File: config.mk
export PLATFORM = sky130hd
export DESIGN_NAME = gate_vector_sequencer
export DESIGN_NICKNAME = d
export VERILOG_FILES = /design/src/rtl/gate_seq_pkg.sv /design/src/rtl/gate_vector_sequencer_settle_timer.sv /design/src/rtl/gate_vector_sequencer.sv
export SDC_FILE = /design/constraint.sdc
export NUM_CORES = 1
export LEC_CHECK = 0
export CAP_MARGIN = 20
export CORE_MARGIN = 4
export CORE_UTILIZATION = 35
export CTS_CLUSTER_SIZE = 12
export DETAILED_ROUTE_END_ITERATION = 7
export GPL_ROUTABILITY_DRIVEN = 0
export PLACE_DENSITY = 0.67
export SLEW_MARGIN = 20
export SYNTH_ARGS = -nofsm -noshare
export SYNTH_HDL_FRONTEND = slang
export SYNTH_HIERARCHICAL = 1
export SYNTH_SLANG_ARGS = --single-unit
export TNS_END_PERCENT = 20
File: constraint.sdc
create_clock -name clk -period 2.3 [get_ports clk]
set_input_delay 0.345 -clock clk [delete_from_list [all_inputs] [get_ports clk]]
set_output_delay 0.345 -clock clk [all_outputs]
set_load 0.1 [all_outputs]
File: src/rtl/gate_seq_pkg.sv
// Shared types, vector counts and golden cell functions for the gate vector sequencer.
package gate_seq_pkg;

    typedef enum logic [2:0] {
        IDLE,
        DRIVE,
        SETTLE,
        CHECK,
        DONE
    } seq_state_t;

    typedef enum logic {
        GATE_NOR2  = 1'b0,
        GATE_OAI21 = 1'b1
    } gate_sel_t;

    localparam int NVEC_NOR2  = 4;
    localparam int NVEC_OAI21 = 8;

    // Expected cell output for vector {c,b,a}; NOR2 ignores c.
    function automatic logic golden(input gate_sel_t sel, input logic [2:0] vec);
        logic a;
        logic b;
        logic c;
        logic res;
        a = vec[0];
        b = vec[1];
        c = vec[2];
        if (sel == GATE_NOR2) begin
            res = ~(a | b);
        end else begin
            res = ~((a | b) & c);
        end
        return res;
    endfunction

endpackage

File: src/rtl/gate_vector_sequencer_settle_timer.sv
// Settle window timer: loads on DRIVE, counts down while enabled, flags zero.
module settle_timer #(
    parameter int SETTLE_CYCLES = 2
) (
    input  logic clk,
    input  logic rst_n,
    input  logic load,
    input  logic count_en,
    output logic zero
);

    localparam int TW = $clog2(SETTLE_CYCLES + 1);
    // The zero test happens in the last SETTLE cycle, so one less than the window is loaded.
    localparam logic [TW-1:0] LOAD_VAL = TW'(SETTLE_CYCLES - 1);

    logic [TW-1:0] cnt;

    // Down-counter; holds at zero until reloaded.
    always_ff @(posedge clk or negedge rst_n) begin
        if (!rst_n) begin
            cnt <= '0;
        end else if (load) begin
            cnt <= LOAD_VAL;
        end else if (count_en && (cnt != '0)) begin
            cnt <= cnt - TW'(1);
        end
    end

    assign zero = (cnt == '0);

endmodule

File: src/rtl/gate_vector_sequencer.sv
// Exhaustive stimulus/check controller for NOR2 and OAI21 gate cells.
// Optional macro GVS_FIRST_FAIL_LOG_EN adds first_fail_vld/first_fail_vec outputs
// capturing the first mismatching vector of a run.
//
//  state  | meaning
//  -------+-----------------------------------------------------------
//  IDLE   | waiting for start; results of last run held
//  DRIVE  | present current vector on dut_in, load settle timer
//  SETTLE | hold dut_in while the cell output settles
//  CHECK  | compare dut_out with golden, advance or finish
//  DONE   | one-cycle done pulse, publish pass, park dut_in at 0
module gate_vector_sequencer
    import gate_seq_pkg::*;
#(
    parameter int SETTLE_CYCLES = 2,
    parameter int ERR_W         = 4
) (
    input  logic             clk,
    input  logic             rst_n,
    input  logic             start,
    input  logic             abort,
    input  logic             gate_sel,
    output logic [2:0]       dut_in,
    input  logic             dut_out,
    output logic             busy,
    output logic             done,
    output logic             pass,
    output logic [ERR_W-1:0] err_count
`ifdef GVS_FIRST_FAIL_LOG_EN
    ,
    output logic             first_fail_vld,
    output logic [2:0]       first_fail_vec
`endif
);

    if ((SETTLE_CYCLES < 1) || (SETTLE_CYCLES > 255)) begin : g_bad_settle
        $error("gate_vector_sequencer: SETTLE_CYCLES must be in 1..255");
    end
    if (ERR_W < 1) begin : g_bad_err_w
        $error("gate_vector_sequencer: ERR_W must be at least 1");
    end

    seq_state_t       state;
    seq_state_t       state_nxt;
    gate_sel_t        gate_q;
    logic [2:0]       vec;
    logic [2:0]       last_vec;
    logic             accept_start;
    logic             drive_vec;
    logic             timer_en;
    logic             timer_zero;
    logic             check_vec;
    logic             cancel;
    logic             mismatch;
    logic [ERR_W-1:0] err_next;

    assign last_vec = (gate_q == GATE_OAI21) ? 3'(NVEC_OAI21 - 1) : 3'(NVEC_NOR2 - 1);
    assign mismatch = (dut_out != golden(gate_q, dut_in));
    assign err_next = (mismatch && (err_count != {ERR_W{1'b1}})) ? err_count + ERR_W'(1)
                                                                  : err_count;

    settle_timer #(
        .SETTLE_CYCLES(SETTLE_CYCLES)
    ) u_settle_timer (
        .clk     (clk),
        .rst_n   (rst_n),
        .load    (drive_vec),
        .count_en(timer_en),
        .zero    (timer_zero)
    );

    // State register.
    always_ff @(posedge clk or negedge rst_n) begin
        if (!rst_n) begin
            state <= IDLE;
        end else begin
            state <= state_nxt;
        end
    end

    // Next-state decode and per-state strobes; abort overrides everything else.
    always_comb begin
        state_nxt    = state;
        accept_start = 1'b0;
        drive_vec    = 1'b0;
        timer_en     = 1'b0;
        check_vec    = 1'b0;
        cancel       = 1'b0;
        busy         = 1'b0;
        done         = 1'b0;
        unique case (state)
            IDLE: begin
                if (!abort && start) begin
                    accept_start = 1'b1;
                    state_nxt    = DRIVE;
                end
            end
            DRIVE: begin
                busy = 1'b1;
                if (abort) begin
                    cancel    = 1'b1;
                    state_nxt = IDLE;
                end else begin
                    drive_vec = 1'b1;
                    state_nxt = SETTLE;
                end
            end
            SETTLE: begin
                busy = 1'b1;
                if (abort) begin
                    cancel    = 1'b1;
                    state_nxt = IDLE;
                end else if (timer_zero) begin
                    state_nxt = CHECK;
                end else begin
                    timer_en = 1'b1;
                end
            end
            CHECK: begin
                busy = 1'b1;
                if (abort) begin
                    cancel    = 1'b1;
                    state_nxt = IDLE;
                end else begin
                    check_vec = 1'b1;
                    state_nxt = (vec == last_vec) ? DONE : DRIVE;
                end
            end
            DONE: begin
                done      = 1'b1;
                cancel    = abort;
                state_nxt = IDLE;
            end
            default: begin
                state_nxt = IDLE;
            end
        endcase
    end

    // Run datapath: selection latch, vector counter, drive register, error tally, verdict.
    always_ff @(posedge clk or negedge rst_n) begin
        if (!rst_n) begin
            gate_q    <= GATE_NOR2;
            vec       <= '0;
            dut_in    <= '0;
            err_count <= '0;
            pass      <= 1'b0;
        end else begin
            if (accept_start) begin
                gate_q    <= gate_sel_t'(gate_sel);
                vec       <= '0;
                err_count <= '0;
            end
            if (drive_vec) begin
                dut_in <= (gate_q == GATE_NOR2) ? {1'b0, vec[1:0]} : vec;
            end
            if (check_vec) begin
                err_count <= err_next;
                if (vec == last_vec) begin
                    pass   <= (err_next == '0);
                    dut_in <= '0;
                end else begin
                    vec <= vec + 3'd1;
                end
            end
            if (cancel) begin
                dut_in <= '0;
            end
        end
    end

`ifdef GVS_FIRST_FAIL_LOG_EN
    // First mismatch of the run is latched and held until the next accepted start.
    always_ff @(posedge clk or negedge rst_n) begin
        if (!rst_n) begin
            first_fail_vld <= 1'b0;
            first_fail_vec <= '0;
        end else if (accept_start) begin
            first_fail_vld <= 1'b0;
            first_fail_vec <= '0;
        end else if (check_vec && mismatch && !first_fail_vld) begin
            first_fail_vld <= 1'b1;
            first_fail_vec <= dut_in;
        end
    end
`endif

endmodule

# Yosys cells after proc, flatten, opt, wreduce, memory -nomap -nowiden
# Index checks and enable logic that the tools add are counted.
# totals
ff_bits	17
# classes
bitwise_logic	4
reduce_logical	13
muxes	34
n_addsub	3
n_eq_ne	9
# op_table
op	count
$mux 3	14
$mux 1	12
$mux 4	3
$pmux 3 s4	1
$eq 3x2->1 const B	2
$mux 2	3
$reduce_bool 2->1	3
$add 4x1->4 const B	1
$logic_not 4->1	1
$ne 4x4->1 const B	1
$reduce_and 2->1	2
$add 3x1->3 const B	1
$eq 3x1->1 const B	1
$eq 3x3->1	1
$eq 3x3->1 const B	1
$logic_and 1x1->1	3
$logic_not 3->1	1
$ne 3x3->1 const B	1
$reduce_or 3->1	1
$logic_not 2->1	1
$ne 2x2->1 const B	1
$not 1->1	2
$pmux 1 s2	1
$sub 2x1->2 const B	1
other kinds (4)	4

# Logic depth before layout (Yosys ltp)
# Gate-level depths: netlist (run 1).
# depth
word_depth	8
mapped_depth	7
mapped_depth_nobuf	6

# Modules after synthesis
# The synthesis (run 1) kept the hierarchy.
# modules_own_cells
mod	n_inst	area_each_um2	cells_per_inst	seq_area_each_um2
gate_vector_sequencer	1	873.3	94	375.4
settle_timer	1	116.4	11	50.0

# Least setup slack after synthesis (run 1)
# Ideal clock, no wire load.
# synth_path
kind	register -> output
startpoint	register state[1]
endpoint	output port busy
required_ns	1.955
arrival_ns	1.933
slack_ns	0.022
stages_incl_launch_ff	4
cell_sequence	dfrtp_1 -> clkbuf_1 -> nor2_1 -> nor2_1
# synth_via
elab_chain_cells	3
# synth_lines
element	line	source
start, declared	gate_vector_sequencer.sv:43	seq_state_t state;
start signal, assigned	gate_vector_sequencer.sv:77	state <= state_nxt;
$eq 3x2->1 / $eq 3x1->1 (equally long branches)	gate_vector_sequencer.sv:91	unique case (state)
$reduce_or 3->1 (no source line) (*)	n/a	
$mux 1 (*)	gate_vector_sequencer.sv:91	
end, declared	gate_vector_sequencer.sv:25	output logic busy,
# Mark *: on every way between the ends. The rest lies on a longest branch, timed or not.

# Worst setup path in the final report (run 1)
# layout_path
startpoint	register state[1]
endpoint	output port done
# layout_via
elab_chain_cells	2
# layout_lines
element	line	source
$eq 3x3->1	gate_vector_sequencer.sv:91	
$mux 1	gate_vector_sequencer.sv:91	
end, declared	gate_vector_sequencer.sv:26	output logic done,
# No other way between the ends.

==> out/qor.csv, run 1 <==
stage,metric,value,unit
outcome,status,"complete, no violations",
power,clock share of power,21.2,%
logic_synthesis,largest area contributor in the netlist,dfrtp_1,
logic_synthesis,area of the mapped netlist,990,um^2
logic_synthesis,post-synthesis average cell area,9.43,um^2
die,Die Y,61.2,um
worst_setup_path,Worst path slowest cell,dfrtp_1,
timing,setup violators final,0,
timing,Clock Skews,0.000930,ns
routing,drc violations,0,
power,Max VDD drop,383,uV
timing,Max Slew Vio Count,0,
finish,design area,1190,um^2
worst_setup_path,crit path max fanout,7,
power,Final Power,754,uW
logic_synthesis,Syn Nets,115,
global_routing,first-pass GRT wire length,3530,um
power,power per cell area,631,nW/um^2
timing,Max Clock Freq,0.533,GHz
routing,drt wl/cell,12.7,um
clock_network,CTS H-Tree Depth,1,
finish,Post-Route Utilization,43.7,%
place,HPWL after detailed placement,1510,um
clock_network,clock-pin slew on the worst setup and hold paths,0.10,ns
worst_setup_path,Critical Path AT,1.53,ns
clock_network,Clock Sinks,17,
global_routing,vias in the first global route,823,
flow_run,max cap viols,0,
die,die footprint,3740,um^2
power,sw frac,35.5,%
worst_hold_path,Worst Hold Class,input port to asynchronous set/reset pin,
worst_setup_path,CP Cell Sequence,"nor2_1, and2_1, buf_12",
die,IO Count,16,
worst_setup_path,crit end category,output port,
finish,Layout Nets,134,
clock_network,CTS tree,yes,
die,Die Span X,61.2,um
place,Post-DP Area,1170,um^2
die,Row Count,19,
clock_network,post-cts hold buffer count,0,
logic_synthesis,Yosys top cell area share,43.0,%
logic_synthesis,sequential fraction of the synthesis area,43.0,%
routing,1st-iter DRT viols,16,
worst_setup_path,CP top delay family,simple AND/OR/NAND/NOR gates,
clock_network,worst-skew pair later-pin latency,0.29,ns
timing,Tmin final,1.88,ns
timing,Least-Margin Pin Slew,0.766,ns
power,switching pwr,268,uW
clock_network,Root Driver,clkbuf_4,
timing,Fin Setup TNS,0,ns
timing,worst hold margin,0.497,ns
global_routing,initial antenna violation count,0,
global_routing,largest net degree at the start of global routing,18,
worst_setup_path,max incr delay on CP,0.47,ns
power,Pleak,0.000551,uW
worst_setup_path,critical setup path kind,flip-flop to output port,
finish,"commonest non-fill, non-tap cell in the layout",dfrtp_1,
place,# port buffers,15,
clock_network,post_cts resized,0,
worst_setup_path,Buf/Inv on CP,1,
finish,fill count,285,
timing,RSZ-0062 raised after global routing,false,
finish,n_diodes,0,
logic_synthesis,main area contributors after synthesis,"dfrtp_1 (43%), mux2i_1 (6.1%), ha_1 (5.1%)",
die,Core ar.,2730,um^2
routing,Avg Vias per Cell,5.16,
routing,antenna-violating nets left,0,
timing,Final Hold Fails,0,
power,cell internal pwr,486,uW
routing,DRT Pass-1 Iters,4,
routing,Via Count,795,
power,sequential power share,47.7,%
global_routing,GRT Resource Usage Total,12.4,%
logic_synthesis,Syn. warnings,6,
worst_setup_path,worst path required time,1.96,ns
global_routing,grt ovf,0,
die,Initial Util,36.2,%
power,combinational group share of total power,31.1,%
logic_synthesis,post-synthesis cell count,105,
logic_synthesis,Netlist cell types,33,
finish,Area Growth Syn to Fin,20.7,%
worst_setup_path,Worst setup SP type,flip-flop,
logic_synthesis,"FF+latch count, synth",17,
routing,WL final,1950,um
timing,Max-slew headroom,48.8,%
timing,Final period util,81.6,%
finish,most frequent cells in the layout,"dfrtp_1 (17), nor2_1 (11), nand2_1 (11), buf_4 (11), nand3_1 (7)",
clock_network,Bufs on Longest Clock Path,2,
clock_network,post-CTS setup buffer count,0,
finish,share of cells above drive strength 1,18.7,%
worst_setup_path,reg2reg setup slack,0.56,ns
clock_network,cts bufs inserted,3,
-- worst reg2reg max path, stage by stage (launching register included) --
cell     delay, ns
dfrtp_1       0.47
nor2_1        0.21
and3_1        0.38
nand3_1       0.19
nor2b_1       0.22
mux2i_1       0.20
-- cells in the mapped netlist (all sizes together) --
cell and n:
dfrtp 17, nand2 11, nor2 11, nand3 7, nor2b 7, mux2i 6, o21ai 6, and3 4
ha 4, inv 4, nor3 4, a21oi 3, a31oi 2, and2 2, clkbuf 2, a22oi 1
a311oi 1, and2b 1, buf 1, mux2 1, nand2b 1, nand4 1, nor3b 1, nor4b 1
o21a 1, o31ai 1, o41ai 1, or3 1, or4b 1, xnor2 1
-- power groups by stage --
stage	logic, uW	clock network (uW)	registers (uW)
floorplan	163	0	380
global placement	233	0	364
detailed placement	237	0	367
CTS	238	167	360
global route	265	176	366
finish	234	160	360
-- layer usage --
| metal | vias up | share of wire [%] | GRT usage [%] |
|---|---|---|---|
| li1 | 404 | - | - |
| met1 | 372 | 44 | 15.7 |
| met2 | 17 | 50 | 20.7 |
| met3 | 2 | 5.1 | 1.05 |
| met4 | 0 | 0.51 | 6.81 |
| met5 | - | 0 | 0 |
-- cell families (layout without fill, tap and decap cells) --
group / Yosys count / count (layout) / synth area share [%]
xor gates and xnor gates: 1 / 1 / 0.885
and+or+nand+nor: 53 / 53 / 30.1
AOI/OAI and AO/OA: 16 / 16 / 10.6
buffers and inverters: 7 / 25 / 2.78
muxes: 7 / 7 / 7.59
DFF: 17 / 17 / 43.0
adders and majority gates: 4 / 4 / 5.06
-- path summary, 6_finish.rpt --
check	startpoint	endpoint	cells after the start
max in group asynchronous	rst_n	dut_in[2]	1
hold reg to reg	pass	pass	2
hold / removal	rst_n	u_settle_timer/cnt[0]	1
setup / recovery	state[1]	done	3
setup reg to reg	state[2]	err_count[0]	5
min in group clk	pass	pass	2
-- flip-flops by register name (all words and copies together), names as in the netlist --
| register | cells |
|---|---|
| u_settle_timer/cnt | 2 |
| vec | 3 |
| err_count | 4 |
| pass | 1 |
| dut_in | 3 |
| gate_q | 1 |
| state | 3 |
-- layout make-up --
cell class	count	area, um^2	area share (%)
clock buffer	4	26.3	2.20
timing repair buffer	17	153	12.8
inverter	4	15.0	1.26
multi-input combinational	81	537	44.9
sequential	17	425	35.6
tap	31	38.8	3.25
-- stage by stage --
stage	std cells	worst slack, ns
floorplan	105	0.0217
global placement	150	0.282
detailed placement	150	0.267
CTS	154	0.406
global route	154	0.290
finish	154	0.423
Power figures use the tool's default switching activity.
==> run 2, diff against run 1 <==
==> constraint.sdc (replaced) <==
create_clock -name clk -period 1.95 [get_ports clk]
set_input_delay 0.2925 -clock clk [delete_from_list [all_inputs] [get_ports clk]]
set_output_delay 0.2925 -clock clk [all_outputs]
set_load 0.1 [all_outputs]
==> out/qor.csv, run 2 (same netlist as run 1, synthesis figures left out) <==
stage,metric,value,unit
die,IO Count,16,
routing,WL final,1970,um
die,Die Y,61.2,um
clock_network,cts bufs inserted,3,
place,Post-DP Area,1210,um^2
worst_setup_path,reg2reg setup slack,0.20,ns
routing,drt wl/cell,12.5,um
power,Max VDD drop,459,uV
die,Row Count,19,
timing,final worst slack,0.204,ns
worst_setup_path,Worst R2R End,pass,
timing,Final Hold Fails,0,
routing,Via Count,829,
global_routing,first-pass GRT wire length,3310,um
finish,design area,1240,um^2
worst_setup_path,Worst setup SP type,flip-flop,
clock_network,worst-skew pair later-pin latency,0.30,ns
timing,Max-slew headroom,72.1,%
global_routing,vias in the first global route,774,
worst_setup_path,Reg-to-Reg Start,gate_q,
timing,Clock Skews,0.00646,ns
routing,Avg Vias per Cell,5.28,
routing,antenna-violating nets left,0,
routing,DRT Pass-1 Iters,4,
worst_setup_path,critical setup path kind,flip-flop to flip-flop,
finish,n_diodes,0,
worst_setup_path,worst reg-to-reg path cell count,5,
die,die footprint,3740,um^2
finish,Area Growth Syn to Fin,25.0,%
timing,Fin Setup TNS,0,ns
outcome,status,"complete, no violations",
global_routing,initial antenna violation count,0,
worst_setup_path,Worst path slowest cell,dfrtp_1,
timing,RSZ-0062 raised after global routing,false,
worst_setup_path,crit path max fanout,3,
worst_setup_path,CP Cell Sequence,"nor2b_4, or3_4, and3_4, mux2_4, o41ai_2",
power,power per cell area,744,nW/um^2
finish,most frequent cells in the layout,"dfrtp_1 (15), buf_4 (13), nand2_1 (11)",
worst_setup_path,max incr delay on CP,0.42,ns
die,Initial Util,36.2,%
timing,Max Clock Freq,0.573,GHz
place,Setup WS pre-CTS,-0.0166,ns
global_routing,grt ovf,0,
clock_network,CTS tree,yes,
finish,multi-input logic area,542,um^2
clock_network,Clock Sinks,17,
timing,Least-Margin Pin Slew,0.418,ns
die,Die Span X,61.2,um
timing,Final period util,89.5,%
finish,FF/Latch Area,428,um^2
clock_network,Bufs on Longest Clock Path,2,
finish,Post-Route Utilization,45.3,%
die,Core ar.,2730,um^2
finish,share of cells above drive strength 1,23.8,%
routing,1st-iter DRT viols,21,
finish,fill count,259,
clock_network,Root Driver,clkbuf_4,
flow_run,max cap viols,0,
timing,Tmin final,1.75,ns
clock_network,CTS H-Tree Depth,1,
finish,Layout Nets,137,
worst_setup_path,worst path required time,2.15,ns
clock_network,clock-pin slew on the worst setup and hold paths,0.10,ns
finish,Top reg by flops,err_count,
finish,"commonest non-fill, non-tap cell in the layout",dfrtp_1,
finish,number of flip-flops in the largest register,4,
place,HPWL after detailed placement,1550,um
timing,setup violators final,0,
place,# port buffers,15,
timing,Max Slew Vio Count,0,
worst_setup_path,crit path launch,gate_q,
power,Pleak,0.000568,uW
global_routing,GRT Resource Usage Total,11.9,%
global_routing,largest net degree at the start of global routing,18,
routing,drc violations,0,
worst_hold_path,Worst Hold Class,input port to asynchronous set/reset pin,
worst_setup_path,Critical Path AT,1.95,ns
worst_setup_path,crit end category,flip-flop,
-- run 2: critical path, delay by kind of cell, from the launching register on --
family | cells | cell delay [ns]
compound gates | 1 | 0.28
simple gates | 3 | 0.66
mux | 1 | 0.29
flops | 1 | 0.42
-- run 2: worst max path at each step --
| stage | depth (start not counted) | slack [ns] | endpoint |
|---|---|---|---|
| after floorplan | 5 | -0.23 | pass |
| after global routing | 3 | 0.11 | done |
| after global placement | 5 | 0.02 | pass |
| after detailed placement | 5 | -0.02 | pass |
| after CTS | 3 | 0.09 | done |
| final | 5 | 0.20 | pass |
-- run 2: cell type report --
class	count	area share, %
clock buffer	4	2.12
inverter	4	1.21
multi-input combinational	81	43.8
sequential	17	34.6
tap	31	3.13
timing repair buffer	20	15.2
-- run 2: routing by layer --
metal,vias to the layer above,wire (um),GRT usage (%)
met5,-,0,0
met4,0,30,7.43
met3,3,63,1.26
met2,16,963,19.6
met1,394,910,14.8
li1,416,-,-
-- run 2: power breakdown --
| part | switching, uW | total [uW] | internal [uW] |
|---|---|---|---|
| registers | 36.1 | 426 | 390 |
| clock network | 115 | 195 | 79.8 |
| logic | 178 | 300 | 122 |
| total | 329 | 920 | 592 |
-- run 2: what timing repair did --
item	4_1_cts	5_1_grt
endpoints found under the setup margin	0	1
hold buffers	0	0
resized for setup	0	1
buffers inserted	0	0
-- run 2: per-stage QoR --
stage	std cells	hold WS, ns	total power, uW
after global routing	157	0.324	980
final	157	0.305	920
after floorplan	105	-0.00309	642
after CTS	157	0.314	931
after global placement	153	0.471	723
after detailed placement	153	0.478	734
==> run 3, diff against run 2 <==
--- a/config.mk
+++ b/config.mk
@@ -12,6 +12,7 @@
 export DETAILED_ROUTE_END_ITERATION = 7
 export GPL_ROUTABILITY_DRIVEN = 0
 export PLACE_DENSITY = 0.67
+export SETUP_SLACK_MARGIN = 0.2
 export SLEW_MARGIN = 20
 export SYNTH_ARGS = -nofsm -noshare
 export SYNTH_HDL_FRONTEND = slang
==> out/qor.csv, run 3 (same netlist as run 1, synthesis figures left out) <==
stage,metric,value,unit
outcome,status,"complete, no violations",
place,# port buffers,15,
timing,Max Slew Vio Count,0,
routing,drc violations,0,
worst_setup_path,reg2reg setup slack,0.26,ns
clock_network,clock-pin slew on the worst setup and hold paths,0.10,ns
timing,setup violators final,0,
worst_setup_path,worst path required time,2.14,ns
power,power per cell area,726,nW/um^2
flow_run,max cap viols,0,
worst_setup_path,Reg-to-Reg Start,gate_q,
finish,multi-input logic area,566,um^2
routing,Via Count,830,
power,Max VDD drop,435,uV
finish,Post-Route Utilization,47.1,%
finish,fill count,272,
place,HPWL after detailed placement,1620,um
worst_setup_path,Worst path slowest cell,dfrtp_1,
clock_network,Root Driver,clkbuf_4,
finish,Layout Nets,139,
worst_setup_path,worst reg-to-reg path cell count,5,
worst_setup_path,critical setup path kind,flip-flop to flip-flop,
worst_setup_path,CP Cell Sequence,"nor2b_4, or3_4, and2_2, mux2i_2, o41ai_4",
timing,Clock Skews,0.00298,ns
die,Die Span X,61.2,um
finish,"commonest non-fill, non-tap cell in the layout",buf_4,
die,IO Count,16,
timing,Tmin final,1.69,ns
routing,WL final,2180,um
routing,1st-iter DRT viols,28,
clock_network,cts bufs inserted,3,
worst_setup_path,Worst R2R End,pass,
finish,Area Growth Syn to Fin,30.1,%
die,Initial Util,36.2,%
clock_network,post-cts hold buffer count,0,
global_routing,vias in the first global route,859,
clock_network,Clock Sinks,17,
timing,Max-slew headroom,74.5,%
routing,Avg Vias per Cell,5.22,
worst_setup_path,Worst setup SP type,flip-flop,
timing,worst hold margin,0.311,ns
clock_network,Bufs on Longest Clock Path,2,
finish,number of flip-flops in the largest register,4,
timing,final worst slack,0.260,ns
routing,antenna-violating nets left,0,
timing,Max Clock Freq,0.592,GHz
global_routing,first-pass GRT wire length,3590,um
place,Post-DP Area,1240,um^2
finish,n_diodes,0,
clock_network,CTS H-Tree Depth,1,
global_routing,grt ovf,0,
worst_hold_path,Worst Hold Class,input port to asynchronous set/reset pin,
finish,share of cells above drive strength 1,29.7,%
place,Setup WS pre-CTS,-0.0356,ns
finish,FF/Latch Area,439,um^2
global_routing,GRT Resource Usage Total,12.8,%
timing,Final Hold Fails,0,
global_routing,largest net degree at the start of global routing,18,
worst_setup_path,crit end category,flip-flop,
place,placed cell count,155,
die,die footprint,3740,um^2
die,Die Y,61.2,um
routing,drt wl/cell,13.7,um
routing,DRT Pass-1 Iters,4,
finish,fin cells,159,
worst_setup_path,crit path max fanout,4,
clock_network,worst-skew pair later-pin latency,0.29,ns
die,Row Count,19,
global_routing,initial antenna violation count,0,
timing,Least-Margin Pin Slew,0.382,ns
worst_setup_path,Critical Path AT,1.88,ns
worst_setup_path,max incr delay on CP,0.41,ns
timing,Final period util,86.7,%
die,Core ar.,2730,um^2
timing,RSZ-0062 raised after global routing,true,
clock_network,CTS tree,yes,
finish,design area,1290,um^2
power,Pleak,0.000575,uW
finish,Top reg by flops,err_count,
finish,most frequent cells in the layout,"buf_4 (15), dfrtp_1 (12), nand2_1 (11)",
==> run 3: cell types whose count changed in the layout (fill, tap and decap cells not counted), sizes merged <==
cell / delta
buf: +2
==> run 3: worst max path at each step <==
stage / cells after the start / to / start / slack, ns
final: 5 / pass / gate_q / 0.26
after global routing: 5 / pass / gate_q / 0.19
after CTS: 5 / pass / gate_q / 0.22
after detailed placement: 5 / pass / dut_out / -0.04
after global placement: 5 / pass / dut_out / 0.008
after floorplan: 5 / pass / dut_in[1] / 0.06
==> run 3: repair_timing <==
item,4_1_cts,5_1_grt
pin swaps,0,1
gates resized for setup,2,4
gates cloned,0,0
setup endpoints to repair,1,3
setup buffers,0,0
==> run 3: through the flow <==
stage               setup TNS, ns  power (uW)
detailed placement        -0.0356         742
global route                    0         990
finish                          0         935
CTS                             0         940
global placement                0         728
floorplan                       0         644
==> run 3: power breakdown <==
part           leakage [uW]  internal (uW)  switching [uW]
Clock             0.0000150           79.5             109
Sequential         0.000221            391            39.4
Combinational      0.000340            129             187
==> run 3: final cells by class <==
cell class,count,area share [%]
multi-input combinational,81,43.9
sequential,17,34.1
timing repair buffer,22,15.7
tap,31,3.01
clock buffer,4,2.04
inverter,4,1.17
==> run 3: worst max-delay path: cells and delay by family, from the launching register on <==
| family | cells | cell delay, ns |
|---|---|---|
| muxes | 1 | 0.18 |
| AOI/OAI and AO/OA | 1 | 0.29 |
| and+or+nand+nor | 3 | 0.70 |
| DFF | 1 | 0.41 |
==> run 3: metal layers <==
metal / up-vias / track usage [%] / share of wire, %
li1: 413 / - / -
met1: 407 / 15.4 / 44
met2: 8 / 23.0 / 52
met3: 2 / 1.05 / 2.7
met4: 0 / 5.88 / 1.0
met5: - / 0 / 0
